===== src/rtl/fetch_sequencer.sv =====
// Instruction fetch sequencer: IDLE -> FETCH -> DECODE -> EXEC loop with PC and IR.
// Optional HALT on opcode 111 is enabled by defining FETCH_HALT_EN.
module fetch_sequencer (
    input  logic       clk_i,
    input  logic       rst_i,
    input  logic       run_i,
    output logic       imem_req_o,
    output logic [4:0] imem_addr_o,
    input  logic       imem_ack_i,
    input  logic [7:0] imem_data_i,
    output logic [2:0] op_o,
    output logic [4:0] arg_o,
    output logic       ex_o,
    input  logic       jmp_i,
    input  logic       z_i,
    input  logic       c_i,
    output logic [4:0] pc_o,
    output logic       halt_o
);

    typedef enum logic [2:0] {
        S_IDLE   = 3'd0,
        S_FETCH  = 3'd1,
        S_DECODE = 3'd2,
`ifdef FETCH_HALT_EN
        S_HALT   = 3'd4,
`endif
        S_EXEC   = 3'd3
    } state_t;

    state_t     state_r;
    state_t     state_nx_s;
    logic [4:0] pc_r;
    logic [4:0] pc_nx_s;
    logic [7:0] ir_r;
    logic [7:0] ir_nx_s;
    logic       jump_s;
    logic       req_r;
    logic       ex_r;
    logic       halt_r;

    // Next-state, next-PC and instruction-register load decisions
    always_comb begin
        state_nx_s = state_r;
        pc_nx_s    = pc_r;
        ir_nx_s    = ir_r;
        jump_s     = jmp_i && ((ir_r[7:5] == 3'b100) ||
                               ((ir_r[7:5] == 3'b101) && z_i) ||
                               ((ir_r[7:5] == 3'b110) && c_i));
        case (state_r)
            S_IDLE: begin
                if (run_i) begin
                    state_nx_s = S_FETCH;
                end else begin
                    state_nx_s = S_IDLE;
                end
            end
            S_FETCH: begin
                if (imem_ack_i) begin
                    ir_nx_s    = imem_data_i;
                    state_nx_s = S_DECODE;
                end else begin
                    state_nx_s = S_FETCH;
                end
            end
            S_DECODE: begin
                state_nx_s = S_EXEC;
            end
            S_EXEC: begin
`ifdef FETCH_HALT_EN
                if (ir_r[7:5] == 3'b111) begin
                    state_nx_s = S_HALT;
                end else begin
`endif
                    pc_nx_s    = jump_s ? ir_r[4:0] : (pc_r + 5'd1);
                    state_nx_s = run_i ? S_FETCH : S_IDLE;
`ifdef FETCH_HALT_EN
                end
`endif
            end
`ifdef FETCH_HALT_EN
            S_HALT: begin
                state_nx_s = S_HALT;
            end
`endif
            default: begin
                state_nx_s = S_IDLE;
            end
        endcase
    end

    // State, PC, IR and the registered strobes derived from the next state
    always_ff @(posedge clk_i or posedge rst_i) begin
        if (rst_i) begin
            state_r <= S_IDLE;
            pc_r    <= 5'd0;
            ir_r    <= 8'd0;
            req_r   <= 1'b0;
            ex_r    <= 1'b0;
            halt_r  <= 1'b0;
        end else begin
            state_r <= state_nx_s;
            pc_r    <= pc_nx_s;
            ir_r    <= ir_nx_s;
            req_r   <= (state_nx_s == S_FETCH);
            ex_r    <= (state_nx_s == S_EXEC);
`ifdef FETCH_HALT_EN
            halt_r  <= (state_nx_s == S_HALT);
`else
            halt_r  <= 1'b0;
`endif
        end
    end

    assign imem_req_o  = req_r;
    assign imem_addr_o = pc_r;
    assign op_o        = ir_r[7:5];
    assign arg_o       = ir_r[4:0];
    assign ex_o        = ex_r;
    assign pc_o        = pc_r;
    assign halt_o      = halt_r;

endmodule


===== config.mk =====
export PLATFORM = sky130hd
export DESIGN_NAME = fetch_sequencer
export DESIGN_NICKNAME = d
export VERILOG_FILES = /design/src/rtl/fetch_sequencer.sv
export SDC_FILE = /design/constraint.sdc
export NUM_CORES = 1
export LEC_CHECK = 0
export CAP_MARGIN = 0
export CORE_ASPECT_RATIO = 0.8
export CORE_UTILIZATION = 38
export CTS_BUF_LIST = sky130_fd_sc_hd__clkbuf_16
export DETAILED_ROUTE_END_ITERATION = 10
export GPL_TIMING_DRIVEN = 0
export HOLD_SLACK_MARGIN = 0.05
export PLACE_DENSITY = 0.75
export RECOVER_POWER = 25
export SLEW_MARGIN = 10
export SYNTH_ARGS = -nofsm -noshare
export SYNTH_HDL_FRONTEND = slang
export SYNTH_SLANG_ARGS = --single-unit

===== constraint.sdc =====
create_clock -name clk_i -period 1.33 [get_ports clk_i]
set_clock_uncertainty 0.1 [all_clocks]
set_input_delay 0.399 -clock clk_i [delete_from_list [all_inputs] [get_ports clk_i]]
set_output_delay 0.399 -clock clk_i [all_outputs]
set_load 0.01 [all_outputs]

# Word level (Yosys, flattened, before mapping)
# Cells that the tools add are included.
[totals] out_inout_bits=21 in_bits=15 wordCells=26 regBits=18
[classes] muxes=4 n_reduce_logical=8 n_addsub=1 eq_ne=8
[op_table] cell="$eq A3 B2 Y1 const B" n=3
[op_table] cell="$eq A3 B3 Y1 const B" n=3
[op_table] cell="$pmux W3 S3" n=1
[op_table] cell="$eq A3 B1 Y1 const B" n=2
[op_table] cell="$add A5 B1 Y5 const B" n=1
[op_table] cell="$mux W5" n=1
[op_table] cell="$logic_and A1 B1 Y1" n=3
[op_table] cell="$logic_not A3 Y1" n=1
[op_table] cell="$logic_or A1 B1 Y1" n=2
[op_table] cell="$mux W2" n=1
[op_table] cell="$reduce_and A2 Y1" n=1
[op_table] cell="$reduce_or A2 Y1" n=1
[op_table] cell="$mux W1" n=1

# Logic depth before layout (Yosys ltp)
# Gate-level depths: netlist (run 1).
[logic_depth] depth_word=6 ltp_mapped=6 depth_no_buf=5

# Worst setup path before layout (run 1)
# No wires, ideal clock.
[synth_path] path_type="register to register" start="register ir_r[6]" end="register pc_r[2] (netlist: imem_addr_o[2])" arrival_ns=1.246 setup_ns=0.096 path_stages_with_launch=5 slack_ns=-0.111 path_buffers=0 cell_sequence="dfrtp_1 nor2b_4 o22a_2 o31a_1 a311oi_2"
[synth_between] elab_chain_cells=6
[synth_lines] item="start: declaration" line="35" source="logic [7:0] ir_r;"
[synth_lines] item="start signal: assignment" line="104" source="ir_r <= ir_nx_s;"
[synth_lines] item="$eq A3 B3 Y1" line="48" source="((ir_r[7:5] == 3'b101) && z_i) ||"
[synth_lines] item="$logic_and A1 B1 Y1" line="48"
[synth_lines] item="$logic_or A1 B1 Y1" line="47" source="jump_s = jmp_i && ((ir_r[7:5] == 3'b100) ||"
[synth_lines] item="$logic_or A1 B1 Y1 *" line="48"
[synth_lines] item="$logic_and A1 B1 Y1 *" line="47"
[synth_lines] item="$mux W5 *" line="75" source="pc_nx_s = jump_s ? ir_r[4:0] : (pc_r + 5'd1);"
[synth_lines] item="end signal: assignment" line="103" source="pc_r <= pc_nx_s;"
[synth_lines] item="end: declaration" line="33" source="logic [4:0] pc_r;"
# Every way passes the cells marked *; elsewhere a longest branch is shown, timed or not.
# A chain may end at the register's enable or synchronous reset.

# Worst setup path after layout (run 1)
# Same ends and word-level chain as after synthesis.

==> impl_results.rst, run 1 <==
.. list-table::
   :header-rows: 1

   * - Metric
     - Value
   * - Status
     - complete, but fails checks
   * - Failing checks
     - setup timing
   * - Antenna-violating nets left
     - 0
   * - Overall die width
     - roughly 56 µm
   * - Inserted Clock Buffers
     - 3
   * - Drt first pass iters
     - 4
   * - Share of synthesized registers carrying an async set or reset
     - 100%
   * - Worst endpoint data arrival time
     - 1.59 ns
   * - Worst setup timing slack at the placement stage
     - -0.552 ns
   * - Least setup slack across all paths after layout
     - -0.206 ns
   * - Clock period minus final worst setup slack
     - around 1.5 ns
   * - Post-synth top area share
     - around half
   * - Number of different library cells in the post-synthesis netlist
     - 27
   * - CTS Root Cell
     - clkbuf_16
   * - Most instantiated flip-flop cell in the synthesis netlist
     - dfrtp_1
   * - WL/cell
     - 15.0 µm
   * - Headroom to the max-slew limit
     - between 50% and 60%
   * - Total of warnings raised by yosys
     - 0
   * - Maximum capacitance violations
     - 0
   * - Critical path launch point
     - ir_r[6]
   * - Cell Rows
     - 15
   * - Post-synthesis net count
     - roughly 100
   * - Peak fanout along the critical path
     - 5
   * - Transition time at the pin with the least slew margin
     - between 0.6 and 0.7 ns
   * - Pwr Total
     - 4.30 mW
   * - Most frequent cells after synthesis
     - dfrtp_1, mux2_2, buf_4, inv_1
   * - Overall global routing resource usage
     - between 20% and 30%
   * - Flops & latches, synth
     - 17
   * - Critical Path Sink Type
     - register
   * - Type of the tightest min-delay check
     - in2reg
   * - Pwr dens
     - 2650 nW/µm²
   * - Vert. Die Dim
     - around 45 µm
   * - H-Tree Level Count
     - 1
   * - Area added between synthesis and finish
     - 83.7%
   * - Launching point of the worst reg2reg path
     - ir_r[6]
   * - Drt drc
     - 0
   * - Drt initial violations
     - 12
   * - Library cell with the largest summed area after synthesis
     - dfrtp_1
   * - Fmax
     - ~650 MHz
   * - Share of the cycle needed by the critical path after routing
     - 116%
   * - Count of final max-slew check failures
     - 0
   * - Total of buffers placed on input and output ports
     - 34
   * - Highest ir drop seen on vdd
     - 1.75 mV
   * - Clock buffer depth
     - 2
   * - Critical path class
     - reg2reg
   * - Vias post-DR
     - around 860
   * - Number of global-route vias before repair
     - between 800 and 900
   * - Largest net degree at the start of global routing
     - 18
   * - Via density
     - between 5 and 6
   * - I/O pin cnt
     - 36
   * - Cells after Synth
     - 80
   * - Top cells by area in the synthesized netlist
     - dfrtp_1, mux2_2, buf_4
   * - Routability-driven placement congestion ratio
     - 0.782
   * - Sequential element share of the synthesized area
     - 48.1%
   * - Antenna violations before repair
     - 0
   * - Critical register-to-register path endpoint
     - imem_addr_o[2]
   * - Type of element launching the critical path
     - register
   * - Number of clock sinks
     - 17
   * - Average instance area after synthesis
     - around 11 µm²
   * - Number of enable flip-flop cells after synthesis
     - 0
   * - Leakage power summed over all cells
     - 0.765 nW
   * - Number of antenna diodes
     - 0
   * - HPWL after detailed placement
     - approximately 1300 µm
   * - Wire length of the first global-routing pass
     - 3950 µm
   * - Final hold violation count
     - 0
   * - Worst-Skew Late Latency
     - 0.25 ns
   * - Post-synth design cell area
     - around 880 µm²
   * - Worst setup path endpoint
     - imem_addr_o[2]
   * - Total Die Area
     - approximately 2500 µm²
   * - RSZ-0062 raised after global routing
     - true
   * - Number of filler instances in the final layout
     - 150
   * - Top-count cell post-synth
     - dfrtp_1
   * - TritonCTS clock tree
     - done
   * - Count of cells along the worst register-to-register path
     - 5
   * - Placeable Area
     - approximately 2200 µm²
   * - Number of failing setup endpoints in the final timing report
     - 22
   * - Reg2Reg Setup Slack
     - -0.21 ns
   * - Nets
     - roughly 160
   * - Required arrival time at the worst endpoint
     - 1.39 ns
   * - Total detailed-routing wirelength
     - between 2000 and 2500 µm
   * - Effective utilization at floorplan
     - between 40% and 50%
   * - GR Overflow Total
     - 0
   * - Reg clk slew, reported paths
     - roughly 0.050 ns
   * - Fraction of layout instances using a drive strength above 1
     - 59.9%
   * - Total of hold buffers inserted after clock tree synthesis
     - 0
==> worst min path at each step <==
| stage | from | to | slack (ns) | cells past startpoint |
|---|---|---|---|---|
| after global routing | ir_r[2] | ir_r[2] | 0.47 | 1 |
| final | jmp_i | imem_addr_o[0] | 0.46 | 3 |
| after global placement | ir_r[2] | ir_r[2] | 0.42 | 1 |
| after CTS | ir_r[2] | ir_r[2] | 0.44 | 1 |
| after floorplan | rst_i | ex_o | 0.23 | 1 |
| after detailed placement | ir_r[4] | ir_r[4] | 0.42 | 1 |
==> sequential cells by signal, summed over array words and instances (netlist names) <==
| register | cells |
|---|---|
| ir_r | 8 |
| imem_req_o | 1 |
| ex_o | 1 |
| state_r | 2 |
| imem_addr_o | 5 |
==> routing by layer <==
layer  track usage [%]  vias up  wire, µm
li1                  -      404         -
met1              23.7      406      1030
met3              6.88       10       173
met5                 0        -         0
met4              12.7        0        85
met2              36.6       43      1210
==> cell usage in the layout (no fill, tap or decap), types with 2 or more instances in the layout <==
cell | Yosys | layout
buf_4 | 7 | 18
buf_6 | 0 | 18
dfrtp_1 | 17 | 16
buf_2 | 0 | 14
clkdlybuf4s50_1 | 0 | 9
mux2_2 | 8 | 7
inv_1 | 6 | 4
ha_4 | 0 | 4
nand2_4 | 0 | 3
nor2_1 | 3 | 3
clkbuf_16 | 0 | 3
dlygate4sd2_1 | 0 | 3
inv_4 | 0 | 2
and2_1 | 3 | 2
nand3_2 | 0 | 2
nand2_1 | 4 | 2
a221o_1 | 2 | 2
a31oi_1 | 2 | 2
o21ai_2 | 0 | 2
a21oi_2 | 0 | 2
==> area by class of cell <==
class                   instances  area, µm²  area share (%)
plain buffers                   5       52.6            3.23
clock buffers                   3       75.1            4.62
clock inverters                 1       7.51           0.462
inverters                       7       31.3            1.92
multi-input cells              50        507            31.2
flip-flops and latches         17        427            26.3
well taps                      25       31.3            1.92
repair buffers                 59        494            30.4
==> timing repair <==
action	4_1_cts	5_1_grt
pin swaps	12	9
cloned	1	0
hold endpoints to repair	0	0
setup buffers	21	4
setup endpoints to repair	34	22
gates resized for setup	113	15
==> metrics by stage <==
stage	cells	util [%]	TNS, ns	area (µm²)	hold slack (ns)
2_1_floorplan	80	-	-0.236	897	0.225
3_3_place_gp	139	58.3	-7.86	1270	0.415
3_5_place_dp	139	58.3	-8.70	1270	0.421
4_1_cts	165	70.9	-1.03	1540	0.440
5_1_grt	167	74.7	-3.42	1630	0.470
6_report	167	74.7	-2.09	1630	0.458
==> critical path, cell delays in order, from the launching register on <==
cell      delay (ns)
dfrtp_1         0.39
buf_6           0.13
nor2b_4         0.12
o22a_4          0.21
o31a_1          0.25
a311oi_2        0.24
==> where the power goes <==
part           leakage (nW)  internal [mW]  switching (mW)
sequential            0.195          0.780           0.206
combinational         0.532           1.55            1.15
clock                0.0371          0.406           0.214
total                 0.765           2.74            1.56
==> logic make-up (layout without fill, tap and decap cells) <==
family / Yosys count / after routing / share of synthesized area [%]
adder cells (fa/ha/maj): 4 / 4 / 5.66
other: 1 / 1 / 0.424
buffers and inverters: 14 / 75 / 8.91
multiplexers: 8 / 8 / 10.2
AO/OA/AOI/OAI: 17 / 17 / 14.9
flip-flops: 17 / 17 / 48.1
AND/OR/NAND/NOR: 19 / 20 / 11.9
No activity file was read; power rests on OpenSTA's default activity.
==> inputs of run 2 (changes only) <==
--- a/config.mk
+++ b/config.mk
@@ -10,9 +10,9 @@
 export CORE_UTILIZATION = 38
 export CTS_BUF_LIST = sky130_fd_sc_hd__clkbuf_16
 export DETAILED_ROUTE_END_ITERATION = 10
-export GPL_TIMING_DRIVEN = 0
+export GPL_TIMING_DRIVEN = 1
 export HOLD_SLACK_MARGIN = 0.05
-export PLACE_DENSITY = 0.75
+export PLACE_DENSITY_LB_ADDON = 0.3
 export RECOVER_POWER = 25
 export SLEW_MARGIN = 10
 export SYNTH_ARGS = -nofsm -noshare
==> run 2 against run 1 <==
  * The flow still finishes with violations (setup timing)
  * Sequential power rose by 5%
  * Register-to-register slack better by 0.08 ns
  * Global-route usage is essentially flat
  * Routed wire length shrank 1.0%
  * Clock power about the same
  * Die area did not move
  * Hold slack got worse by 0.030 ns
  * Critical path type unchanged
  * Critical endpoint is now imem_addr_o[3]
==> impl_results.rst, run 2 (synthesized netlist as in run 1, its figures left out) <==
.. list-table::
   :header-rows: 1

   * - Metric
     - Value
   * - Finished Layout Cells
     - between 150 and 200
   * - Number of antenna diodes
     - 0
   * - Failing checks
     - setup timing
   * - Reg2Reg Setup Slack
     - -0.13 ns
   * - Number of global-route vias before repair
     - between 800 and 900
   * - Clock buffer depth
     - 2
   * - Gate family responsible for the most delay along the worst path
     - compound AO/OA/AOI/OAI gates
   * - Routability-driven placement congestion ratio
     - 0.813
   * - Worst endpoint data arrival time
     - ~1.5 ns
   * - Vias post-DR
     - roughly 840
   * - Nets
     - 160
   * - Most frequent cells in the layout
     - buf_4, buf_2, dfrtp_1
   * - HPWL after detailed placement
     - 1560 µm
   * - Number of clock sinks
     - 17
   * - Drt drc
     - 0
   * - Launching point of the worst reg2reg path
     - ir_r[6]
   * - Maximum capacitance violations
     - 0
   * - Pwr dens
     - roughly 2600 nW/µm²
   * - Effective utilization at floorplan
     - between 40% and 50%
   * - Register with the most flip-flops
     - ir_r
   * - Highest ir drop seen on vdd
     - 2.04 mV
   * - Final cell utilization of the core
     - 72.0%
   * - Area taken by multi-input logic gates
     - between 500 and 600 µm²
   * - Inserted Clock Buffers
     - 3
   * - Vert. Die Dim
     - 45.2 µm
   * - Wire length of the first global-routing pass
     - approximately 3900 µm
   * - Total of hold buffers inserted after clock tree synthesis
     - 0
   * - Placeable Area
     - 2180 µm²
   * - Worst setup timing slack at the placement stage
     - -0.521 ns
   * - Via density
     - 5.10
   * - Critical Path Sink Type
     - register
   * - Status
     - complete, but fails checks
   * - Leakage power summed over all cells
     - slightly above 0.7 nW
   * - Total of buffers placed on input and output ports
     - 34
   * - Hold-critical path depth
     - 1
   * - Type of element launching the critical path
     - register
   * - Number of placed cells counting well taps
     - 150
   * - Peak fanout along the critical path
     - 5
   * - Least setup slack across all paths after layout
     - -0.128 ns
   * - Overall die width
     - between 50 and 60 µm
   * - WL/cell
     - 15.0 µm
   * - Area of all placed cells without fillers
     - ~1600 µm²
   * - Area added between synthesis and finish
     - 77.2%
   * - Crit path max-delay cell type
     - dfrtp_2
   * - Met2 routing resource usage after global routing
     - a little over a third
   * - Reg clk slew, reported paths
     - roughly 0.06 ns
   * - Total Die Area
     - 2530 µm²
   * - Met3 GRT Util
     - 6.02%
   * - Antenna-violating nets left
     - 0
   * - Share of the cycle needed by the critical path after routing
     - 110%
   * - End point of the most critical hold path
     - ir_r[3]
   * - Beginning of the worst hold path
     - ir_r[3]
   * - Commonest non-fill, non-tap cell in the layout
     - buf_4
   * - Critical register-to-register path endpoint
     - imem_addr_o[3]
   * - Fraction of layout instances using a drive strength above 1
     - 63.6%
   * - Cells along the critical path
     - nor2b_4 > o22a_4 > a2bb2oi_2 > a221o_1
   * - Critical path's largest stage delay
     - 0.45 ns
   * - Clock period minus final worst setup slack
     - 1.46 ns
   * - Critical path class
     - reg2reg
   * - Required arrival time at the worst endpoint
     - about 1.4 ns
   * - Drt first pass iters
     - 4
   * - Total detailed-routing wirelength
     - 2470 µm
   * - Flip-flop count of the largest register, all copies and words added
     - 8
   * - Cell Rows
     - 15
   * - GR Overflow Total
     - 0
   * - RSZ-0062 raised after global routing
     - true
   * - I/O pin cnt
     - 36
   * - Critical Path Stages
     - 4
   * - Area post-placement
     - approximately 1400 µm²
   * - Busiest layer in global routing
     - met2
   * - Largest net degree at the start of global routing
     - 18
   * - Sequential cell area in the final layout
     - about 430 µm²
   * - Count of final max-slew check failures
     - 0
   * - H-Tree Level Count
     - 1
   * - Overall global routing resource usage
     - between 20% and 30%
   * - Fmax
     - 686 MHz
   * - Type of the tightest min-delay check
     - reg2reg
   * - Worst-Skew Late Latency
     - between 0.2 and 0.3 ns
   * - Drt initial violations
     - 2
   * - CTS Root Cell
     - clkbuf_16
   * - Final hold violation count
     - 0
   * - Count of cells along the worst register-to-register path
     - 4
   * - Setup TNS Final
     - -0.672 ns
   * - Number of filler instances in the final layout
     - roughly 160
   * - TritonCTS clock tree
     - done
   * - Critical path buffers and inverters
     - 0
   * - Met1 usage
     - 24.4%
   * - Antenna violations before repair
     - 0
   * - Number of failing setup endpoints in the final timing report
     - 10
==> run 2: changes by cell type in the layout (fill, tap and decap cells not counted), moves of 2 or more <==
cell     change
inv_2        +2
buf_6       -10
dfrtp_1      -4
buf_2        +2
buf_4        +5
dfrtp_2      +4
==> run 2: where the power goes <==
group | switching, mW | internal [mW] | total [mW]
clock | 0.215 | 0.406 | 0.621
sequential | 0.244 | 0.792 | 1.04
combinational | 1.05 | 1.37 | 2.41
total | 1.51 | 2.56 | 4.07
==> run 2: through the flow <==
| step | total power, mW | hold WS (ns) |
|---|---|---|
| floorplan | 1.97 | 0.225 |
| global placement | 2.94 | 0.418 |
| detailed placement | 2.99 | 0.421 |
| CTS | 3.82 | 0.368 |
| global route | 4.32 | 0.449 |
| finish | 4.07 | 0.428 |
==> run 2: layout make-up <==
cell class              instances  area share, %
flip-flops and latches         17           27.5
multi-input cells              50           32.5
clock inverters                 1          0.479
clock buffers                   3           4.79
well taps                      25           2.00
inverters                       7           1.84
repair buffers                 62           30.9
==> run 2: worst reg2reg max path: stages (launching register included) <==
cell and delay (ns):
dfrtp_2 0.45, nor2b_4 0.16, o22a_4 0.24, a2bb2oi_2 0.14
a221o_1 0.25
==> run 2: worst max-delay path by stage <==
stage,startpoint,endpoint,slack [ns]
6_report,ir_r[6],imem_addr_o[3],-0.13
5_1_grt,imem_addr_o[0],imem_addr_o[4],-0.17
3_5_place_dp,c_i,imem_addr_o[2],-0.52
4_1_cts,ir_r[6],imem_addr_o[2],-0.12
2_1_floorplan,ir_r[6],imem_addr_o[2],-0.09
3_3_place_gp,c_i,imem_addr_o[2],-0.50
==> run 2: what timing repair did <==
action | in CTS | in global routing
resized for setup | 107 | 14
pin swaps | 12 | 12
endpoints found under the setup margin | 35 | 22
hold endpoints to repair | 0 | 0
gates cloned | 1 | 0
buffers inserted | 7 | 3
==> run 2: metal layers <==
layer	share of wire [%]	up-vias	wire length, µm
li1	-	401	-
met1	40	394	978
met2	50	34	1250
met3	5.7	13	142
met4	4.3	0	107
met5	0	-	0
==> inputs of run 3 (changes only) <==
--- a/config.mk
+++ b/config.mk
@@ -7,9 +7,10 @@
 export LEC_CHECK = 0
 export CAP_MARGIN = 0
 export CORE_ASPECT_RATIO = 0.8
-export CORE_UTILIZATION = 38
+export CORE_UTILIZATION = 45
 export CTS_BUF_LIST = sky130_fd_sc_hd__clkbuf_16
 export DETAILED_ROUTE_END_ITERATION = 10
+export DONT_BUFFER_PORTS = 1
 export GPL_TIMING_DRIVEN = 1
 export HOLD_SLACK_MARGIN = 0.05
 export PLACE_DENSITY_LB_ADDON = 0.3
==> run 3 against run 2 <==
  * The flow still finishes with violations (setup timing)
  * Worst setup slack better by 0.0034 ns
  * Combinational power shrank 22%
  * Via count fell by 17%
  * Critical path depth up 1
  * Critical path type unchanged
  * Largest power group unchanged
  * Highest routed layer unchanged
==> impl_results.rst, run 3 (synthesized netlist as in run 1, its figures left out) <==
.. list-table::
   :header-rows: 1

   * - Metric
     - Value
   * - Status
     - complete, but fails checks
   * - Failing checks
     - setup timing
   * - Total of buffers placed on input and output ports
     - 0
   * - Type of element launching the critical path
     - register
   * - Number of clock sinks
     - 17
   * - Share of the cycle needed by the critical path after routing
     - 109%
   * - Flip-flop count of the largest register, all copies and words added
     - 8
   * - Via density
     - between 5 and 6
   * - Nets
     - 121
   * - Register with the most flip-flops
     - ir_r
   * - Wire length of the first global-routing pass
     - 3170 µm
   * - Total detailed-routing wirelength
     - between 2000 and 2500 µm
   * - Total Die Area
     - about 2100 µm²
   * - Critical path's largest stage delay
     - slightly below 0.4 ns
   * - Power dissipated by switching net loads
     - roughly 1.4 mW
   * - Fraction of layout instances using a drive strength above 1
     - a little over half
   * - Clock period minus final worst setup slack
     - about 1.5 ns
   * - Pwr dens
     - ~2900 nW/µm²
   * - Worst-Skew Late Latency
     - between 0.2 and 0.3 ns
   * - Count of final max-slew check failures
     - 0
   * - Switching share of power
     - 37.5%
   * - Gate family responsible for the most delay along the worst path
     - simple AND/OR/NAND/NOR gates
   * - Final hold violation count
     - 0
   * - Highest ir drop seen on vdd
     - 1.56 mV
   * - Maximum capacitance violations
     - 0
   * - Commonest non-fill, non-tap cell in the layout
     - buf_4
   * - I/O pin cnt
     - 36
   * - Cell Rows
     - 13
   * - Fmax
     - about 690 MHz
   * - Sequential cell area in the final layout
     - around 430 µm²
   * - Sequential power share
     - 30.8%
   * - Area added between synthesis and finish
     - 42.4%
   * - Number of antenna diodes
     - 0
   * - Overall global routing resource usage
     - 21.7%
   * - Overall die width
     - around 52 µm
   * - Critical Path Sink Type
     - register
   * - Beginning of the worst hold path
     - imem_data_i[4]
   * - Critical path launch point
     - imem_addr_o[1]
   * - Area taken by multi-input logic gates
     - 498 µm²
   * - Cells along the critical path
     - ha_2 > nand3_1 > or3_1 > a2bb2oi_2 > a221o_1
   * - Vert. Die Dim
     - between 40 and 50 µm
   * - Effective utilization at floorplan
     - 51.3%
   * - Drt first pass iters
     - 4
   * - Placeable Area
     - 1720 µm²
   * - Required arrival time at the worst endpoint
     - 1.42 ns
   * - RSZ-0062 raised after global routing
     - true
   * - Clock buffer depth
     - 2
   * - Most frequent cells in the layout
     - buf_4, dfrtp_1, mux2_4, buf_6
   * - Peak fanout along the critical path
     - 4
   * - WL/cell
     - between 15 and 20 µm
   * - Reg clk slew, reported paths
     - around 0.05 ns
   * - Number of filler instances in the final layout
     - around 120
   * - Clock network power share
     - roughly 17%
   * - Largest net degree at the start of global routing
     - 18
   * - TritonCTS clock tree
     - done
   * - Leakage power summed over all cells
     - between 0.5 and 0.6 nW
   * - Type of the tightest min-delay check
     - in2reg
   * - Vias post-DR
     - 699
   * - Critical path class
     - reg2reg
   * - Final cell utilization of the core
     - between 70 and 80%
   * - Critical path buffers and inverters
     - 0
   * - Inserted Clock Buffers
     - 3
   * - Smallest hold slack
     - ~0.19 ns
   * - Number of global-route vias before repair
     - 711
   * - Routability-driven placement congestion ratio
     - 0.812
   * - Crit path max-delay cell type
     - dfrtp_1
   * - Share of power burned in combinational logic
     - a little over half
   * - Internal power consumption
     - around 2.3 mW
   * - Antenna violations before repair
     - 0
   * - Antenna-violating nets left
     - 0
   * - Drt initial violations
     - 16
   * - Drt drc
     - 0
   * - HPWL after detailed placement
     - about 1300 µm
   * - H-Tree Level Count
     - 1
   * - Worst endpoint data arrival time
     - 1.55 ns
   * - Least setup slack across all paths after layout
     - -0.125 ns
   * - Setup TNS Final
     - -0.649 ns
   * - GR Overflow Total
     - 0
   * - CTS Root Cell
     - clkbuf_16
   * - Launching point of the worst reg2reg path
     - imem_addr_o[1]
   * - Number of failing setup endpoints in the final timing report
     - 9
[run 3: power groups by stage]
stage	logic, mW	clock network [mW]	registers (mW)
floorplan	0.869	0	1.10
global placement	1.29	0	1.04
detailed placement	1.33	0	1.05
CTS	1.58	0.614	1.07
global route	2.01	0.644	1.14
finish	1.88	0.609	1.11
[run 3: layer usage]
layer | vias to the layer above | track usage [%] | routed length, µm
li1 | 318 | - | -
met4 | 0 | 13.0 | 57
met5 | - | 0 | 0
met3 | 8 | 10.3 | 147
met2 | 38 | 32.7 | 1070
met1 | 335 | 24.6 | 938
[run 3: area by class of cell]
type                    instances  area share, %
multi-input cells              50           39.5
flip-flops and latches         17           34.2
repair buffers                 23           15.5
clock buffers                   3           5.96
inverters                       7           2.28
well taps                      22           2.18
clock inverters                 1          0.397
[run 3: worst paths after layout]
path,to,slack (ns),cells after the start
worst max register to register,imem_addr_o[4],-0.12,5
max in group asynchronous,state_r[1],0.23,3
worst max-delay path,imem_addr_o[4],-0.12,5
worst min-delay path,ir_r[4],0.19,1
min in group asynchronous,ir_r[3],0.58,3
worst min register to register,ir_r[4],0.51,1
[run 3: what timing repair did]
action	CTS	global route
setup endpoints to repair	20	25
gates cloned	1	0
pin swaps	3	6
endpoints found under the hold margin	17	0
setup buffers	6	0
resized for setup	9	22
hold buffers	1	0
[run 3: per-stage QoR]
step,total power [mW],cells,setup slack (ns),instance area [µm²]
after floorplan,1.97,80,-0.0930,897
after global placement,2.33,111,-0.101,988
after detailed placement,2.38,111,-0.121,988
after CTS,3.26,123,-0.125,1170
after global routing,3.80,123,-0.184,1260
final,3.60,123,-0.125,1260
